--- config.mk ---
export PLATFORM = sky130hd
export DESIGN_NAME = popcount_pattern_gen_flat
export DESIGN_NICKNAME = d
export VERILOG_FILES = /design/src/rtl/popcount_pattern_gen_if.sv /design/src/rtl/popcount_pattern_gen.sv /design/src/flat_wrapper.sv
export SDC_FILE = /design/constraint.sdc
export NUM_CORES = 1
export LEC_CHECK = 0
export CAP_MARGIN = 0
export CORE_UTILIZATION = 55
export DETAILED_ROUTE_END_ITERATION = 8
export GPL_TIMING_DRIVEN = 0
export PLACE_DENSITY = 0.78
export RECOVER_POWER = 100
export REMOVE_ABC_BUFFERS = 1
export SLEW_MARGIN = 20
export SYNTH_ARGS = -nofsm -noshare
export SYNTH_HDL_FRONTEND = slang
export SYNTH_SLANG_ARGS = --single-unit
--- constraint.sdc ---
create_clock -name clk -period 18.9 [get_ports clk]
set_input_delay 3.78 -clock clk [delete_from_list [all_inputs] [get_ports clk]]
set_output_delay 3.78 -clock clk [all_outputs]
set_load 0.01 [all_outputs]
--- src/rtl/popcount_pattern_gen_if.sv ---
// Request/response bundle for popcount_pattern_gen: count/mode in, generated word out.
// master = requester/consumer side, slave = the pattern generator.
interface popcount_pattern_gen_if #(
    parameter int WIDTH = 64,
    parameter int CW    = 7
);
    logic             in_valid;
    logic             in_ready;
    logic [CW-1:0]    in_count;
    logic             in_mode;
    logic             out_valid;
    logic             out_ready;
    logic [WIDTH-1:0] out_word;
    logic [CW-1:0]    out_count;
    logic             out_sat;

    modport master (
        output in_valid, in_count, in_mode, out_ready,
        input  in_ready, out_valid, out_word, out_count, out_sat
    );

    modport slave (
        input  in_valid, in_count, in_mode, out_ready,
        output in_ready, out_valid, out_word, out_count, out_sat
    );
endinterface

--- src/rtl/popcount_pattern_gen.sv ---
// Builds a WIDTH-bit word with exactly min(in_count,WIDTH) ones, thermometer or Bresenham spread, LANES bits/cycle.
// out_valid rises WIDTH/LANES edges after accept; word held until out_ready, in_ready low throughout.
module popcount_pattern_gen #(
    parameter int WIDTH = 64,
    parameter int LANES = 8,
    parameter int CW    = 7
) (
    input  logic                  clk,
    input  logic                  rst_n,
    popcount_pattern_gen_if.slave bus
);
    localparam int NL = WIDTH / LANES;
    localparam int LW = (NL > 1) ? $clog2(NL) : 1;
    localparam logic [CW-1:0] WIDTH_C   = CW'(WIDTH);
    localparam logic [LW-1:0] LAST_LANE = LW'(NL - 1);

    typedef enum logic [1:0] {S_IDLE, S_BUILD, S_HOLD} state_t;

    state_t           state_q, state_d;
    logic             in_ready_q, in_ready_d;
    logic             out_valid_q, out_valid_d;
    logic [WIDTH-1:0] out_word_q, out_word_d;
    logic [CW-1:0]    out_count_q, out_count_d;
    logic             out_sat_q, out_sat_d;
    logic             mode_q, mode_d;
    logic [LW-1:0]    lane_q, lane_d;
    logic [CW-1:0]    acc_q, acc_d;

    logic [LANES-1:0] lane_bits;
    logic [CW-1:0]    acc_c;
    logic [CW-1:0]    sum_c;

    // One lane of output bits; in spread mode the accumulator steps chain through all LANES bits.
    always_comb begin
        lane_bits = '0;
        acc_c     = acc_q;
        sum_c     = '0;
        for (int j = 0; j < LANES; j++) begin
            if (mode_q) begin
                sum_c = acc_c + out_count_q;
                if (sum_c >= WIDTH_C) begin
                    lane_bits[j] = 1'b1;
                    acc_c        = sum_c - WIDTH_C;
                end else begin
                    acc_c = sum_c;
                end
            end else begin
                lane_bits[j] = (int'(lane_q) * LANES + j) < int'(out_count_q);
            end
        end
    end

    always_comb begin
        state_d     = state_q;
        out_valid_d = out_valid_q;
        out_word_d  = out_word_q;
        out_count_d = out_count_q;
        out_sat_d   = out_sat_q;
        mode_d      = mode_q;
        lane_d      = lane_q;
        acc_d       = acc_q;
        case (state_q)
            S_IDLE: begin
                if (bus.in_valid && in_ready_q) begin
                    out_sat_d   = bus.in_count > WIDTH_C;
                    out_count_d = (bus.in_count > WIDTH_C) ? WIDTH_C : bus.in_count;
                    mode_d      = bus.in_mode;
                    out_word_d  = '0;
                    lane_d      = '0;
                    acc_d       = '0;
                    state_d     = S_BUILD;
                end
            end
            S_BUILD: begin
                out_word_d = out_word_q | (WIDTH'(lane_bits) << (int'(lane_q) * LANES));
                acc_d      = acc_c;
                lane_d     = lane_q + LW'(1);
                if (lane_q == LAST_LANE) begin
                    out_valid_d = 1'b1;
                    state_d     = S_HOLD;
                end
            end
            S_HOLD: begin
                if (out_valid_q && bus.out_ready) begin
                    out_valid_d = 1'b0;
                    state_d     = S_IDLE;
                end
            end
            default: state_d = S_IDLE;
        endcase
        // Registered ready: low on the reset edge, and low for the edge that leaves HOLD.
        in_ready_d = (state_d == S_IDLE);
    end

    always_ff @(posedge clk) begin
        if (!rst_n) begin
            state_q     <= S_IDLE;
            in_ready_q  <= 1'b0;
            out_valid_q <= 1'b0;
            out_word_q  <= '0;
            out_count_q <= '0;
            out_sat_q   <= 1'b0;
            mode_q      <= 1'b0;
            lane_q      <= '0;
            acc_q       <= '0;
        end else begin
            state_q     <= state_d;
            in_ready_q  <= in_ready_d;
            out_valid_q <= out_valid_d;
            out_word_q  <= out_word_d;
            out_count_q <= out_count_d;
            out_sat_q   <= out_sat_d;
            mode_q      <= mode_d;
            lane_q      <= lane_d;
            acc_q       <= acc_d;
        end
    end

    assign bus.in_ready  = in_ready_q;
    assign bus.out_valid = out_valid_q;
    assign bus.out_word  = out_word_q;
    assign bus.out_count = out_count_q;
    assign bus.out_sat   = out_sat_q;
endmodule
--- src/flat_wrapper.sv ---
// flat-port wrapper written by rule: the top's interface ports become plain ports
module popcount_pattern_gen_flat 
#(
    parameter int WIDTH = 64,
    parameter int LANES = 8,
    parameter int CW    = 7
)
  (clk, rst_n, bus_in_valid, bus_in_count, bus_in_mode, bus_out_ready, bus_in_ready, bus_out_valid, bus_out_word, bus_out_count, bus_out_sat);
  popcount_pattern_gen_if #(.WIDTH(WIDTH), .CW(CW)) bus_i ();
  input  logic clk;
  input  logic rst_n;
  input wire logic [$bits(bus_i.in_valid)-1:0] bus_in_valid;
  input wire logic [$bits(bus_i.in_count)-1:0] bus_in_count;
  input wire logic [$bits(bus_i.in_mode)-1:0] bus_in_mode;
  input wire logic [$bits(bus_i.out_ready)-1:0] bus_out_ready;
  output wire logic [$bits(bus_i.in_ready)-1:0] bus_in_ready;
  output wire logic [$bits(bus_i.out_valid)-1:0] bus_out_valid;
  output wire logic [$bits(bus_i.out_word)-1:0] bus_out_word;
  output wire logic [$bits(bus_i.out_count)-1:0] bus_out_count;
  output wire logic [$bits(bus_i.out_sat)-1:0] bus_out_sat;
  assign bus_i.in_valid = bus_in_valid;
  assign bus_i.in_count = bus_in_count;
  assign bus_i.in_mode = bus_in_mode;
  assign bus_i.out_ready = bus_out_ready;
  assign bus_in_ready = bus_i.in_ready;
  assign bus_out_valid = bus_i.out_valid;
  assign bus_out_word = bus_i.out_word;
  assign bus_out_count = bus_i.out_count;
  assign bus_out_sat = bus_i.out_sat;
  popcount_pattern_gen #(.WIDTH(WIDTH), .LANES(LANES), .CW(CW)) u_core (.clk(clk), .rst_n(rst_n), .bus(bus_i));
endmodule
==> report_table.html, run 1 <==
<table>
<tr><th>Metric</th><th>Value</th></tr>
<tr><th colspan="2">Layout</th></tr>
<tr><td>Layout cell share with drive strength beyond 1</td><td>roughly 5.7%</td></tr>
<tr><td>Reg area</td><td>around 1700 µm²</td></tr>
<tr><td>Fin area</td><td>6850 µm²</td></tr>
<tr><td>Multi-input combinational cell area</td><td>approximately 3800 µm²</td></tr>
<tr><td>Nets</td><td>roughly 800</td></tr>
<tr><td>Synth-to-layout area growth</td><td>19.8%</td></tr>
<tr><td>Filler Cells Inserted</td><td>853</td></tr>
<tr><td>Antenna Cells</td><td>0</td></tr>
<tr><th colspan="2">Run</th></tr>
<tr><td>Reported max-cap violation count</td><td>2</td></tr>
<tr><th colspan="2">Clock tree</th></tr>
<tr><td>Maximum buffer depth of the clock tree</td><td>2</td></tr>
<tr><td>Clock edge transition at the registers on the reported setup and hold paths</td><td>approximately 0.09 ns</td></tr>
<tr><td>Post-CTS Setup Repair Bufs</td><td>0</td></tr>
<tr><td>H-tree depth reported by CTS</td><td>3</td></tr>
<tr><td>Clock root cell</td><td>sky130_fd_sc_hd__clkbuf_8</td></tr>
<tr><td>TritonCTS clock tree</td><td>done</td></tr>
<tr><td>TritonCTS sink count</td><td>87</td></tr>
<tr><td>Clock latency reported for the late side of the worst-skew pair</td><td>about 0.37 ns</td></tr>
<tr><td>Number of hold buffers added after cts</td><td>0</td></tr>
<tr><td>Post-CTS sizing</td><td>0</td></tr>
<tr><td>Number of buffers created by CTS</td><td>9</td></tr>
<tr><th colspan="2">Place</th></tr>
<tr><td>Final HPWL DP</td><td>~11,000 µm</td></tr>
<tr><td>Post-Place Setup Slack</td><td>roughly 11 ns</td></tr>
<tr><td>Number of port buffers</td><td>85</td></tr>
<tr><td>Routability congestion estimate</td><td>roughly 0.86</td></tr>
<tr><td>Placement Cell Area</td><td>approximately 6700 µm²</td></tr>
<tr><th colspan="2">Worst setup path</th></tr>
<tr><td>Reg2reg path depth</td><td>36</td></tr>
<tr><td>Type of the worst setup path</td><td>input port to flip-flop</td></tr>
<tr><td>Standard cell with the maximum stage delay on the critical path</td><td>sky130_fd_sc_hd__a31oi_1</td></tr>
<tr><td>Critical path fanouts, max</td><td>33</td></tr>
<tr><td>Crit path launch type</td><td>input port</td></tr>
<tr><td>Arr. time, crit path</td><td>9.00 ns</td></tr>
<tr><td>Required time at the worst-slack endpoint</td><td>about 19 ns</td></tr>
<tr><td>Largest stage delay on the critical path</td><td>between 1.5 and 2 ns</td></tr>
<tr><td>Critical Path End Type</td><td>flip-flop</td></tr>
<tr><td>Cells along the critical path</td><td>dlygate4sd3_1, inv_1, a31oi_1, clkbuf_1, or2_0, nand2_1, o21ai_0</td></tr>
<tr><th colspan="2">Route</th></tr>
<tr><td>Count of routing violations after the opening detailed-route iteration</td><td>357</td></tr>
<tr><td>Antenna viol nets, final</td><td>0</td></tr>
<tr><td>Routed WL</td><td>around 15,000 µm</td></tr>
<tr><td>DRC violation count after routing</td><td>0</td></tr>
<tr><td>Wire per inst</td><td>17.4 µm</td></tr>
<tr><td>Count of TritonRoute iterations in the first routing pass</td><td>5</td></tr>
<tr><td>Vias</td><td>about 5,600</td></tr>
<tr><td>Mean number of vias per cell</td><td>approximately 6.3</td></tr>
<tr><th colspan="2">Timing</th></tr>
<tr><td>Sum of negative setup slack</td><td>0 ns</td></tr>
<tr><td>Final hold slack</td><td>roughly 0.45 ns</td></tr>
<tr><td>Final Setup Violations</td><td>0</td></tr>
<tr><td>Final worst path period need</td><td>between 8 and 9 ns</td></tr>
<tr><td>Final worst-path setup slack</td><td>between 10 and 15 ns</td></tr>
<tr><td>Final count of hold timing violations</td><td>0</td></tr>
<tr><td>Peak Freq</td><td>around 0.11 GHz</td></tr>
<tr><td>Final setup skew</td><td>0.00997 ns</td></tr>
<tr><td>Ratio of final minimum period to clock period</td><td>46.1%</td></tr>
<tr><td>Slew Limit Fails</td><td>63</td></tr>
<tr><td>Unrepaired setup endpoints after global routing</td><td>no</td></tr>
<tr><td>Worst relative slew slack</td><td>-53.0%</td></tr>
<tr><td>Slew at the pin closest to its max-slew limit</td><td>between 2 and 2.5 ns</td></tr>
<tr><th colspan="2">Outcome</th></tr>
<tr><td>Outcome</td><td>finished with violations</td></tr>
<tr><td>Violated checks</td><td>capacitance limit, slew limit</td></tr>
<tr><th colspan="2">Synthesis</th></tr>
<tr><td>Portion of the post-synthesis area used by sequential elements</td><td>about 30%</td></tr>
<tr><td>EDFF count, synth</td><td>0</td></tr>
<tr><td>Syn. warnings</td><td>0</td></tr>
<tr><td>Dominant combinational cell family by area after synthesis</td><td>compound AO/OA/AOI/OAI gates</td></tr>
<tr><td>Register bit total from synthesis</td><td>87</td></tr>
<tr><td>Post-Synth Simple-Gate Area</td><td>between 10% and 20%</td></tr>
<tr><td>Adder and majority gate portion of the synthesized area</td><td>between 10% and 20%</td></tr>
<tr><td>Cell variety after synth</td><td>54</td></tr>
<tr><td>Mux cell area share after synthesis</td><td>under 10%</td></tr>
<tr><td>Post-synth design cell area</td><td>around 5700 µm²</td></tr>
<tr><td>Top FF cell, synth</td><td>sky130_fd_sc_hd__dfxtp_1</td></tr>
<tr><td>Synth Area in Compound Gates</td><td>between 30% and 40%</td></tr>
<tr><td>Post-synth ARST share</td><td>0%</td></tr>
<tr><td>Post-Synthesis Cells</td><td>between 600 and 700</td></tr>
<tr><td>Average footprint of a synthesized cell</td><td>around 8.4 µm²</td></tr>
<tr><td>Post-Synth XOR/XNOR Area</td><td>under 10%</td></tr>
<tr><th colspan="2">Power</th></tr>
<tr><td>Sum of internal, switching and leakage power</td><td>just under 400 µW</td></tr>
<tr><td>Internal power consumption</td><td>~270 µW</td></tr>
<tr><td>Combinational Power Share</td><td>between 10 and 15%</td></tr>
<tr><td>Maximum vdd ir drop</td><td>about 54 µV</td></tr>
<tr><td>Static leakage</td><td>about 0.0031 µW</td></tr>
<tr><td>Relative contribution of sequential cells to total power</td><td>~50%</td></tr>
<tr><td>Power density relative to cell area</td><td>around 56 nW/µm²</td></tr>
<tr><td>Clock network power share</td><td>between 30% and 40%</td></tr>
<tr><td>Switching share of power</td><td>slightly below 30%</td></tr>
<tr><td>P_sw</td><td>roughly 110 µW</td></tr>
<tr><th colspan="2">GRT</th></tr>
<tr><td>Maximum number of pins on one net before global-route repair</td><td>between 40 and 50</td></tr>
<tr><td>Initial antenna violation count</td><td>0</td></tr>
<tr><td>GRT overflow</td><td>0</td></tr>
<tr><td>Via count of the first global-routing pass</td><td>around 5,400</td></tr>
<tr><td>Wire length of the first global-routing pass</td><td>between 20,000 and 30,000 µm</td></tr>
<tr><td>GRT Overall Usage</td><td>28.9%</td></tr>
<tr><th colspan="2">Floorplanning</th></tr>
<tr><td>Height of the die</td><td>between 100 and 150 µm</td></tr>
<tr><td>Total die area</td><td>between 10,000 and 15,000 µm²</td></tr>
<tr><td>Core Area</td><td>between 9000 and 10,000 µm²</td></tr>
<tr><td>Number of ports placed on the die boundary</td><td>between 80 and 90</td></tr>
<tr><td>Site Rows</td><td>36</td></tr>
<tr><td>Chip Width</td><td>between 100 and 150 µm</td></tr>
<tr><td>Initial Util</td><td>between 50 and 60%</td></tr>
<tr><th colspan="2">Hold path</th></tr>
<tr><td>Cells on Worst Hold Path</td><td>2</td></tr>
<tr><td>Path type of the worst min-delay path</td><td>flip-flop to flip-flop</td></tr>
</table>
kinds of logic (layout without fill, tap and decap cells):
logic type | count (synthesis) | in the layout
flip-flops | 87 | 87
AND/OR/NAND/NOR | 183 | 183
buffers and inverters | 49 | 119
multiplexers | 6 | 6
XOR/XNOR | 26 | 26
AO/OA/AOI/OAI | 272 | 272
adder cells (fa/ha/maj) | 60 | 60
critical path, delay by kind of cell:
family	cells	cell delay, ns
buffers and inverters	3	1.72
AO/OA/AOI/OAI	2	1.95
AND/OR/NAND/NOR	2	1.53
stage by stage:
step	utilization (%)	cells
3_3_place_gp	66.6	867
2_1_floorplan	-	649
3_5_place_dp	67.4	870
4_1_cts	69.5	886
6_report	69.1	886
5_1_grt	69.1	886
power by group through the flow:
stage,Combinational (µW),Clock [µW],Sequential (µW)
after floorplan,34.5,0,195
after global placement,51.2,0,195
after detailed placement,55.5,0,195
after CTS,55.9,141,190
after global routing,59.9,148,191
final,54.9,139,190
per-layer routing:
layer,part of all wire (%),GRT usage [%],vias to the layer above
met5,0,0,-
met4,2.7,11.4,0
met3,4.9,4.39,39
met2,49,51.4,199
met1,43,34.7,2660
li1,-,-,2669
cells in the final DEF, fill, tap and decap left out, types with 8 or more instances in the layout:
master                            netlist  routed
sky130_fd_sc_hd__a22oi_1                8       8
sky130_fd_sc_hd__xor2_1                10      10
sky130_fd_sc_hd__o21ai_0               52      53
sky130_fd_sc_hd__ha_1                  52      52
sky130_fd_sc_hd__fa_1                   8       8
sky130_fd_sc_hd__dfxtp_1               87      86
sky130_fd_sc_hd__o21bai_1               8       8
sky130_fd_sc_hd__a21oi_1               80      80
sky130_fd_sc_hd__a21o_1                36      36
sky130_fd_sc_hd__nor2_1                50      50
sky130_fd_sc_hd__dlygate4sd3_1          0      75
sky130_fd_sc_hd__clkbuf_8               0      10
sky130_fd_sc_hd__o31ai_1               11       9
sky130_fd_sc_hd__a32o_1                 8       8
sky130_fd_sc_hd__a31oi_1               18      18
sky130_fd_sc_hd__clkdlybuf4s50_1        0      10
sky130_fd_sc_hd__nand3b_1               9       9
sky130_fd_sc_hd__inv_1                 15      15
sky130_fd_sc_hd__a211oi_1              10      10
sky130_fd_sc_hd__xnor2_1               16      16
sky130_fd_sc_hd__nand3_1               11      11
sky130_fd_sc_hd__nor3_1                12      12
sky130_fd_sc_hd__nand2_1               64      64
final cells by class:
cell class | instances | share of cell area [%]
Sequential cell | 87 | 25.4
Multi-Input combinational cell | 547 | 55.1
Inverter | 15 | 0.822
Clock inverter | 6 | 1.10
Clock buffer | 10 | 2.01
Timing Repair Buffer | 88 | 13.1
Tap cell | 133 | 2.43
cell usage after synthesis, types with 3 or more instances:
cell | n | share of area (%)
sky130_fd_sc_hd__o41ai_2 | 9 | 2.6
sky130_fd_sc_hd__dfxtp_1 | 87 | 30
sky130_fd_sc_hd__a31oi_1 | 18 | 2.0
sky130_fd_sc_hd__nor2b_1 | 7 | 0.77
sky130_fd_sc_hd__a32o_1 | 8 | 1.4
sky130_fd_sc_hd__clkbuf_1 | 32 | 2.1
sky130_fd_sc_hd__xnor2_1 | 16 | 2.5
sky130_fd_sc_hd__o211ai_1 | 3 | 0.39
sky130_fd_sc_hd__and3_1 | 3 | 0.33
sky130_fd_sc_hd__nand3_1 | 11 | 0.96
sky130_fd_sc_hd__inv_1 | 15 | 0.99
sky130_fd_sc_hd__o2bb2ai_1 | 6 | 0.92
sky130_fd_sc_hd__o31ai_1 | 11 | 1.4
sky130_fd_sc_hd__a21o_1 | 36 | 4.7
sky130_fd_sc_hd__a21oi_1 | 80 | 7.0
sky130_fd_sc_hd__a22oi_1 | 8 | 1.1
sky130_fd_sc_hd__nand3b_1 | 9 | 1.2
sky130_fd_sc_hd__o21ai_0 | 52 | 4.6
sky130_fd_sc_hd__mux2_2 | 6 | 1.2
sky130_fd_sc_hd__fa_1 | 8 | 2.8
sky130_fd_sc_hd__ha_1 | 52 | 11
sky130_fd_sc_hd__a31o_2 | 7 | 1.1
sky130_fd_sc_hd__nor3_1 | 12 | 1.1
sky130_fd_sc_hd__o21bai_1 | 8 | 1.1
sky130_fd_sc_hd__a211oi_1 | 10 | 1.3
sky130_fd_sc_hd__nor2_1 | 50 | 3.3
sky130_fd_sc_hd__nand2b_1 | 3 | 0.33
sky130_fd_sc_hd__nor4_1 | 3 | 0.33
sky130_fd_sc_hd__and2_1 | 3 | 0.33
sky130_fd_sc_hd__nand2_1 | 64 | 4.2
sky130_fd_sc_hd__or2_1 | 3 | 0.33
sky130_fd_sc_hd__xor2_1 | 10 | 1.5
sky130_fd_sc_hd__or4_1 | 4 | 0.53
sky130_fd_sc_hd__o21a_1 | 4 | 0.53
registers in the layout, indices dropped and copies added (netlist names):
| register | cells |
|---|---|
| u_core.acc_q | 7 |
| u_core.bus.out_word | 64 |
| u_core.bus.out_count | 7 |
| u_core.lane_q | 3 |
| u_core.bus.out_sat | 1 |
| u_core.bus.in_ready | 1 |
| u_core.bus.out_valid | 1 |
| u_core.state_q | 2 |
| u_core.mode_q | 1 |
worst paths after layout:
kind / start / end / slack [ns]
worst min-delay path: u_core.bus.out_word[0] / u_core.bus.out_word[0] / 0.45
worst max-delay path: rst_n / u_core.bus.out_word[23] / 10.18
worst min register to register: u_core.bus.out_word[0] / u_core.bus.out_word[0] / 0.45
worst max register to register: u_core.bus.out_count[1] / u_core.bus.out_word[23] / 10.29
No activity file was read; power rests on OpenSTA's default activity.
==> run 2: changes to the inputs <==
==> constraint.sdc (replaced) <==
create_clock -name clk -period 8.96 [get_ports clk]
set_input_delay 1.792 -clock clk [delete_from_list [all_inputs] [get_ports clk]]
set_output_delay 1.792 -clock clk [all_outputs]
set_load 0.01 [all_outputs]
==> run 2 against run 1 <==
  * The flow still finishes with violations (capacitance limit, slew limit)
  * Via count down 0.59%
  * Hold slack about the same
  * Clock power up 110%
  * Non-clock buffer count up 1
  * Sequential cell count unchanged
  * First-iteration DRC count down 12%
  * Combinational power up 110%
  * Critical path depth up 28
  * Sequential power up 110%
  * Largest cell class unchanged
  * Largest power group unchanged
==> report_table.html, run 2 (synthesis results as in run 1) <==
<table>
<tr><th>Metric</th><th>Value</th></tr>
<tr><th colspan="2">Power</th></tr>
<tr><td>Maximum vdd ir drop</td><td>roughly 110 µV</td></tr>
<tr><td>Power density relative to cell area</td><td>~120 nW/µm²</td></tr>
<tr><td>Static leakage</td><td>approximately 0.0031 µW</td></tr>
<tr><td>Sum of internal, switching and leakage power</td><td>between 800 and 900 µW</td></tr>
<tr><th colspan="2">Worst setup path</th></tr>
<tr><td>Arr. time, crit path</td><td>approximately 8.3 ns</td></tr>
<tr><td>Type of the worst setup path</td><td>flip-flop to flip-flop</td></tr>
<tr><td>Crit path launch type</td><td>flip-flop</td></tr>
<tr><td>Worst-case register-to-register setup slack</td><td>roughly 0.96 ns</td></tr>
<tr><td>Crit path buffers/inverters</td><td>2</td></tr>
<tr><td>Origin of the critical flop-to-flop path</td><td>u_core.bus.out_count[0]</td></tr>
<tr><td>Critical Path End Type</td><td>flip-flop</td></tr>
<tr><td>Required time at the worst-slack endpoint</td><td>9.25 ns</td></tr>
<tr><td>Worst path top cell family by delay</td><td>adder cells</td></tr>
<tr><td>Largest stage delay on the critical path</td><td>0.64 ns</td></tr>
<tr><td>Reg2reg path depth</td><td>35</td></tr>
<tr><td>Standard cell with the maximum stage delay on the critical path</td><td>sky130_fd_sc_hd__dfxtp_1</td></tr>
<tr><td>Critical path fanouts, max</td><td>11</td></tr>
<tr><td>R2R Path End</td><td>u_core.bus.out_word[23]</td></tr>
<tr><td>Most Frequent Cell on Critical Path</td><td>sky130_fd_sc_hd__o21ai_0</td></tr>
<tr><th colspan="2">Floorplanning</th></tr>
<tr><td>Chip Width</td><td>between 100 and 150 µm</td></tr>
<tr><td>Height of the die</td><td>104 µm</td></tr>
<tr><td>Site Rows</td><td>36</td></tr>
<tr><td>Initial Util</td><td>57.7%</td></tr>
<tr><td>Number of ports placed on the die boundary</td><td>86</td></tr>
<tr><td>Core Area</td><td>roughly 10000 µm²</td></tr>
<tr><td>Total die area</td><td>10,800 µm²</td></tr>
<tr><th colspan="2">Timing</th></tr>
<tr><td>Sum of negative setup slack</td><td>0 ns</td></tr>
<tr><td>Final setup skew</td><td>0.0113 ns</td></tr>
<tr><td>Unrepaired setup endpoints after global routing</td><td>no</td></tr>
<tr><td>Final worst path period need</td><td>~8.0 ns</td></tr>
<tr><td>Peak Freq</td><td>0.125 GHz</td></tr>
<tr><td>Ratio of final minimum period to clock period</td><td>around nine tenths</td></tr>
<tr><td>Worst relative slew slack</td><td>-56.8%</td></tr>
<tr><td>Slew Limit Fails</td><td>72</td></tr>
<tr><td>Final Setup Violations</td><td>0</td></tr>
<tr><td>Slew at the pin closest to its max-slew limit</td><td>about 2.3 ns</td></tr>
<tr><td>Final count of hold timing violations</td><td>0</td></tr>
<tr><th colspan="2">Clock tree</th></tr>
<tr><td>Clock latency reported for the late side of the worst-skew pair</td><td>between 0.3 and 0.4 ns</td></tr>
<tr><td>H-tree depth reported by CTS</td><td>3</td></tr>
<tr><td>TritonCTS sink count</td><td>slightly below 90</td></tr>
<tr><td>Clock root cell</td><td>sky130_fd_sc_hd__clkbuf_8</td></tr>
<tr><td>TritonCTS clock tree</td><td>done</td></tr>
<tr><td>Clock edge transition at the registers on the reported setup and hold paths</td><td>0.09 ns</td></tr>
<tr><td>Number of hold buffers added after cts</td><td>0</td></tr>
<tr><td>Post-CTS sizing</td><td>0</td></tr>
<tr><td>Number of buffers created by CTS</td><td>9</td></tr>
<tr><td>Maximum buffer depth of the clock tree</td><td>2</td></tr>
<tr><th colspan="2">Place</th></tr>
<tr><td>Final HPWL DP</td><td>~11,000 µm</td></tr>
<tr><td>Placement Cell Area</td><td>between 6000 and 7000 µm²</td></tr>
<tr><td>Number of port buffers</td><td>between 80 and 90</td></tr>
<tr><td>Routability congestion estimate</td><td>0.863</td></tr>
<tr><td>Dpl cells</td><td>870</td></tr>
<tr><th colspan="2">Layout</th></tr>
<tr><td>Max FFs per register</td><td>64</td></tr>
<tr><td>Layout cell share with drive strength beyond 1</td><td>roughly 5.6%</td></tr>
<tr><td>Antenna Cells</td><td>0</td></tr>
<tr><td>Fin area</td><td>just under 7000 µm²</td></tr>
<tr><td>Multi-input combinational cell area</td><td>around 3800 µm²</td></tr>
<tr><td>Cell Count, Final, Fillers Out</td><td>887</td></tr>
<tr><td>Synth-to-layout area growth</td><td>19.7%</td></tr>
<tr><td>Nets</td><td>a little over 800</td></tr>
<tr><td>Leading cell types in the layout, fill and taps excluded</td><td>sky130_fd_sc_hd__dfxtp_1 (85), sky130_fd_sc_hd__a21oi_1 (80), sky130_fd_sc_hd__dlygate4sd3_1 (75), sky130_fd_sc_hd__nand2_1 (64), sky130_fd_sc_hd__o21ai_0 (53)</td></tr>
<tr><td>Leading cell type in the layout, fill and taps excluded</td><td>sky130_fd_sc_hd__dfxtp_1</td></tr>
<tr><td>Reg area</td><td>1740 µm²</td></tr>
<tr><td>Filler Cells Inserted</td><td>approximately 860</td></tr>
<tr><th colspan="2">GRT</th></tr>
<tr><td>Initial antenna violation count</td><td>0</td></tr>
<tr><td>GRT Overall Usage</td><td>around 29%</td></tr>
<tr><td>Via count of the first global-routing pass</td><td>around 5,400</td></tr>
<tr><td>Maximum number of pins on one net before global-route repair</td><td>between 40 and 50</td></tr>
<tr><td>Wire length of the first global-routing pass</td><td>around 26,000 µm</td></tr>
<tr><td>GRT overflow</td><td>0</td></tr>
<tr><th colspan="2">Route</th></tr>
<tr><td>Antenna viol nets, final</td><td>0</td></tr>
<tr><td>Mean number of vias per cell</td><td>6.24</td></tr>
<tr><td>Count of TritonRoute iterations in the first routing pass</td><td>4</td></tr>
<tr><td>Count of routing violations after the opening detailed-route iteration</td><td>313</td></tr>
<tr><td>Vias</td><td>about 5,500</td></tr>
<tr><td>DRC violation count after routing</td><td>0</td></tr>
<tr><td>Wire per inst</td><td>approximately 17 µm</td></tr>
<tr><td>Routed WL</td><td>~15,000 µm</td></tr>
<tr><th colspan="2">Outcome</th></tr>
<tr><td>Violated checks</td><td>capacitance limit, slew limit</td></tr>
<tr><td>Outcome</td><td>finished with violations</td></tr>
<tr><th colspan="2">Hold path</th></tr>
<tr><td>Cells on Worst Hold Path</td><td>2</td></tr>
<tr><td>Capture endpoint of the worst hold path</td><td>u_core.bus.out_word[8]</td></tr>
<tr><td>Path type of the worst min-delay path</td><td>flip-flop to flip-flop</td></tr>
<tr><td>Beginning of the worst hold path</td><td>u_core.bus.out_word[8]</td></tr>
<tr><th colspan="2">Run</th></tr>
<tr><td>Reported max-cap violation count</td><td>3</td></tr>
</table>
## run 2: area by class of cell
| cell class | count | share of cell area, % |
|---|---|---|
| clock inverters | 6 | 1.10 |
| flip-flops and latches | 87 | 25.5 |
| clock buffers | 10 | 2.01 |
| inverters | 15 | 0.823 |
| well taps | 133 | 2.43 |
| multi-input cells | 547 | 55.0 |
| repair buffers | 89 | 13.2 |
## run 2: timing repair
| item | CTS | global route |
|---|---|---|
| hold endpoints to repair | 0 | 0 |
| endpoints found under the setup margin | 0 | 6 |
| setup buffers | 0 | 1 |
## run 2: worst register-to-register path: cells and delay by family (launching register included)
kind | cells | cell delay (ns)
adders and majority gates | 9 | 3.39
DFF | 1 | 0.64
AOI/OAI and AO/OA | 21 | 3.27
xor gates and xnor gates | 1 | 0.15
buffers and inverters | 2 | 0.29
and+or+nand+nor | 2 | 0.15
## run 2: power breakdown
part / switching [µW] / internal (µW)
clock network: 153 / 141
logic: 75.2 / 39.9
registers: 9.93 / 391
total: 238 / 572
## run 2: per-layer routing
layer,global-route usage [%],vias to the layer above,wire [µm],part of all wire (%)
met5,0,-,0,0
met1,34.7,2644,6660,43
li1,-,2671,-,-
met4,11.4,0,342,2.2
met3,4.39,31,737,4.8
met2,51.4,188,7610,50
## run 2: worst max-delay path by stage
stage | start | end | slack (ns) | cells after the start
after floorplan | u_core.mode_q | u_core.bus.out_word[15] | 1.55 | 31
after global placement | u_core.mode_q | u_core.bus.out_word[47] | -0.05 | 30
after detailed placement | u_core.bus.out_count[1] | u_core.bus.out_word[31] | 0.57 | 36
after CTS | u_core.bus.out_count[1] | u_core.bus.out_word[31] | 0.50 | 36
after global routing | u_core.bus.out_count[0] | u_core.bus.out_word[55] | 0.41 | 34
final | u_core.bus.out_count[0] | u_core.bus.out_word[23] | 0.96 | 35
## run 2: per-stage QoR
| step | setup slack (ns) | hold WS, ns | utilization (%) |
|---|---|---|---|
| after floorplan | 1.55 | 0.470 | - |
| after global placement | -0.0494 | 0.433 | 66.6 |
| after detailed placement | 0.568 | 0.443 | 67.4 |
| after CTS | 0.499 | 0.463 | 69.5 |
| after global routing | 0.406 | 0.485 | 69.0 |
| final | 0.958 | 0.454 | 69.0 |
==> run 3: changes to the inputs <==
--- a/config.mk
+++ b/config.mk
@@ -12,7 +12,7 @@
 export PLACE_DENSITY = 0.78
 export RECOVER_POWER = 100
 export REMOVE_ABC_BUFFERS = 1
-export SLEW_MARGIN = 20
+export SLEW_MARGIN = 10
 export SYNTH_ARGS = -nofsm -noshare
 export SYNTH_HDL_FRONTEND = slang
 export SYNTH_SLANG_ARGS = --single-unit
==> run 3 against run 2 <==
  * The run still ends with capacitance limit, slew limit left
  * Die area unchanged
  * Critical path depth stayed put
  * Register-to-register slack lost 0.11 ns
  * Critical path type unchanged
  * Largest cell class unchanged
  * Largest power group unchanged
==> report_table.html, run 3 (synthesis results as in run 1) <==
<table>
<tr><th>Metric</th><th>Value</th></tr>
<tr><th colspan="2">Floorplanning</th></tr>
<tr><td>Chip Width</td><td>104 µm</td></tr>
<tr><td>Core Area</td><td>between 9000 and 10,000 µm²</td></tr>
<tr><td>Total die area</td><td>~11,000 µm²</td></tr>
<tr><td>Site Rows</td><td>36</td></tr>
<tr><td>Initial Util</td><td>between 50 and 60%</td></tr>
<tr><td>Number of ports placed on the die boundary</td><td>86</td></tr>
<tr><td>Height of the die</td><td>roughly 100 µm</td></tr>
<tr><th colspan="2">Power</th></tr>
<tr><td>Sum of internal, switching and leakage power</td><td>810 µW</td></tr>
<tr><td>Maximum vdd ir drop</td><td>between 100 and 150 µV</td></tr>
<tr><td>Static leakage</td><td>~0.0031 µW</td></tr>
<tr><td>Power density relative to cell area</td><td>~120 nW/µm²</td></tr>
<tr><th colspan="2">Layout</th></tr>
<tr><td>Leading cell type in the layout, fill and taps excluded</td><td>sky130_fd_sc_hd__dfxtp_1</td></tr>
<tr><td>Antenna Cells</td><td>0</td></tr>
<tr><td>Filler Cells Inserted</td><td>slightly above 800</td></tr>
<tr><td>Synth-to-layout area growth</td><td>19.7%</td></tr>
<tr><td>Nets</td><td>just over 800</td></tr>
<tr><td>Max FFs per register</td><td>64</td></tr>
<tr><td>Leading cell types in the layout, fill and taps excluded</td><td>sky130_fd_sc_hd__dfxtp_1 (85), sky130_fd_sc_hd__a21oi_1 (80), sky130_fd_sc_hd__dlygate4sd3_1 (75), sky130_fd_sc_hd__nand2_1 (64), sky130_fd_sc_hd__o21ai_0 (53)</td></tr>
<tr><td>Layout cell share with drive strength beyond 1</td><td>5.57%</td></tr>
<tr><th colspan="2">Route</th></tr>
<tr><td>DRC violation count after routing</td><td>0</td></tr>
<tr><td>Mean number of vias per cell</td><td>about 6.2</td></tr>
<tr><td>Routed WL</td><td>around 15,000 µm</td></tr>
<tr><td>Wire per inst</td><td>roughly 17 µm</td></tr>
<tr><td>Antenna viol nets, final</td><td>0</td></tr>
<tr><td>Vias</td><td>approximately 5,500</td></tr>
<tr><td>Count of TritonRoute iterations in the first routing pass</td><td>5</td></tr>
<tr><td>Count of routing violations after the opening detailed-route iteration</td><td>approximately 310</td></tr>
<tr><th colspan="2">GRT</th></tr>
<tr><td>Wire length of the first global-routing pass</td><td>approximately 26,000 µm</td></tr>
<tr><td>Via count of the first global-routing pass</td><td>5,361</td></tr>
<tr><td>Initial antenna violation count</td><td>0</td></tr>
<tr><td>Maximum number of pins on one net before global-route repair</td><td>52</td></tr>
<tr><td>GRT Overall Usage</td><td>between 20% and 30%</td></tr>
<tr><td>GRT overflow</td><td>0</td></tr>
<tr><th colspan="2">Clock tree</th></tr>
<tr><td>Clock latency reported for the late side of the worst-skew pair</td><td>between 0.3 and 0.4 ns</td></tr>
<tr><td>TritonCTS sink count</td><td>87</td></tr>
<tr><td>TritonCTS clock tree</td><td>done</td></tr>
<tr><td>H-tree depth reported by CTS</td><td>3</td></tr>
<tr><td>Number of buffers created by CTS</td><td>9</td></tr>
<tr><td>Maximum buffer depth of the clock tree</td><td>2</td></tr>
<tr><td>Clock edge transition at the registers on the reported setup and hold paths</td><td>about 0.09 ns</td></tr>
<tr><td>Clock root cell</td><td>sky130_fd_sc_hd__clkbuf_8</td></tr>
<tr><th colspan="2">Worst setup path</th></tr>
<tr><td>Worst path top cell family by delay</td><td>adder cells</td></tr>
<tr><td>Most Frequent Cell on Critical Path</td><td>sky130_fd_sc_hd__o21ai_0</td></tr>
<tr><td>Worst setup path startpoint</td><td>u_core.bus.out_count[0]</td></tr>
<tr><td>Crit path launch type</td><td>flip-flop</td></tr>
<tr><td>Critical Path End Type</td><td>flip-flop</td></tr>
<tr><td>Largest stage delay on the critical path</td><td>about 0.63 ns</td></tr>
<tr><td>Standard cell with the maximum stage delay on the critical path</td><td>sky130_fd_sc_hd__dfxtp_1</td></tr>
<tr><td>Critical path fanouts, max</td><td>11</td></tr>
<tr><td>Type of the worst setup path</td><td>flip-flop to flip-flop</td></tr>
<tr><td>Crit path buffers/inverters</td><td>2</td></tr>
<tr><td>Required time at the worst-slack endpoint</td><td>a little over 9 ns</td></tr>
<tr><td>Arr. time, crit path</td><td>about 8.4 ns</td></tr>
<tr><td>Origin of the critical flop-to-flop path</td><td>u_core.bus.out_count[0]</td></tr>
<tr><th colspan="2">Timing</th></tr>
<tr><td>Final count of hold timing violations</td><td>0</td></tr>
<tr><td>Worst relative slew slack</td><td>-58.5%</td></tr>
<tr><td>Final worst path period need</td><td>just over 8 ns</td></tr>
<tr><td>Final setup skew</td><td>0.0127 ns</td></tr>
<tr><td>Slew Limit Fails</td><td>72</td></tr>
<tr><td>Slew at the pin closest to its max-slew limit</td><td>between 2 and 2.5 ns</td></tr>
<tr><td>Final Setup Violations</td><td>0</td></tr>
<tr><td>Peak Freq</td><td>between 0.1 and 0.15 GHz</td></tr>
<tr><td>Unrepaired setup endpoints after global routing</td><td>no</td></tr>
<tr><td>Ratio of final minimum period to clock period</td><td>around nine tenths</td></tr>
<tr><td>Final worst-path setup slack</td><td>roughly 0.84 ns</td></tr>
<tr><th colspan="2">Hold path</th></tr>
<tr><td>Beginning of the worst hold path</td><td>u_core.bus.out_word[48]</td></tr>
<tr><td>Path type of the worst min-delay path</td><td>flip-flop to flip-flop</td></tr>
<tr><th colspan="2">Run</th></tr>
<tr><td>Reported max-cap violation count</td><td>3</td></tr>
<tr><th colspan="2">Outcome</th></tr>
<tr><td>Outcome</td><td>finished with violations</td></tr>
<tr><td>Violated checks</td><td>capacitance limit, slew limit</td></tr>
<tr><th colspan="2">Place</th></tr>
<tr><td>Final HPWL DP</td><td>around 11,000 µm</td></tr>
<tr><td>Number of port buffers</td><td>between 80 and 90</td></tr>
<tr><td>Routability congestion estimate</td><td>~0.86</td></tr>
<tr><td>Post-Place Setup Slack</td><td>between 0.4 and 0.5 ns</td></tr>
</table>
run 3: cell type report:
type                    count  area (µm²)  area share [%]
clock buffers              10         138            2.01
clock inverters             6        75.1            1.10
inverters                  15        56.3           0.823
multi-input cells         547        3760            55.0
flip-flops and latches     87        1740            25.5
well taps                 133         166            2.43
repair buffers             89         900            13.2
run 3: final timing paths:
| path | end | slack (ns) | cells past startpoint |
|---|---|---|---|
| setup / recovery | u_core.bus.out_word[23] | 0.84 | 35 |
| hold / removal | u_core.bus.out_word[48] | 0.45 | 2 |
| setup reg to reg | u_core.bus.out_word[23] | 0.84 | 35 |
| hold reg to reg | u_core.bus.out_word[48] | 0.45 | 2 |
run 3: where the power goes:
group,internal [µW],switching (µW)
registers,391,9.86
logic,40.0,74.9
clock network,141,153
run 3: worst register-to-register path, delay by kind of cell, from the launching register on:
family          cells  cell delay (ns)
simple gates        2             0.14
xor+xnor            1             0.15
compound gates     21             3.38
flops               1             0.63
fa+ha+maj           9             3.40
buf+inv             2             0.32
run 3: per-layer routing:
layer	GRT usage (%)	wire length (µm)	up-vias	share of wire, %
met5	0	0	-	0
met3	4.01	688	46	4.5
met4	10.8	430	0	2.8
li1	-	-	2677	-
met2	50.6	7520	165	49
met1	35.6	6710	2619	44
run 3: timing repair:
item / in CTS / in global routing
endpoints found under the setup margin: 0 / 8
hold buffers: 0 / 0
resized for setup: 0 / 1
buffers inserted: 0 / 1
run 3: per-stage QoR:
stage | instance area, µm² | hold slack (ns) | util, % | std cells | TNS (ns)
finish | 6840 | 0.453 | 69.0 | 887 | 0
detailed placement | 6680 | 0.443 | 67.4 | 870 | 0
global placement | 6600 | 0.433 | 66.6 | 867 | -0.234
CTS | 6890 | 0.463 | 69.5 | 886 | 0
global route | 6840 | 0.481 | 69.0 | 887 | 0
floorplan | 5590 | 0.470 | - | 649 | 0
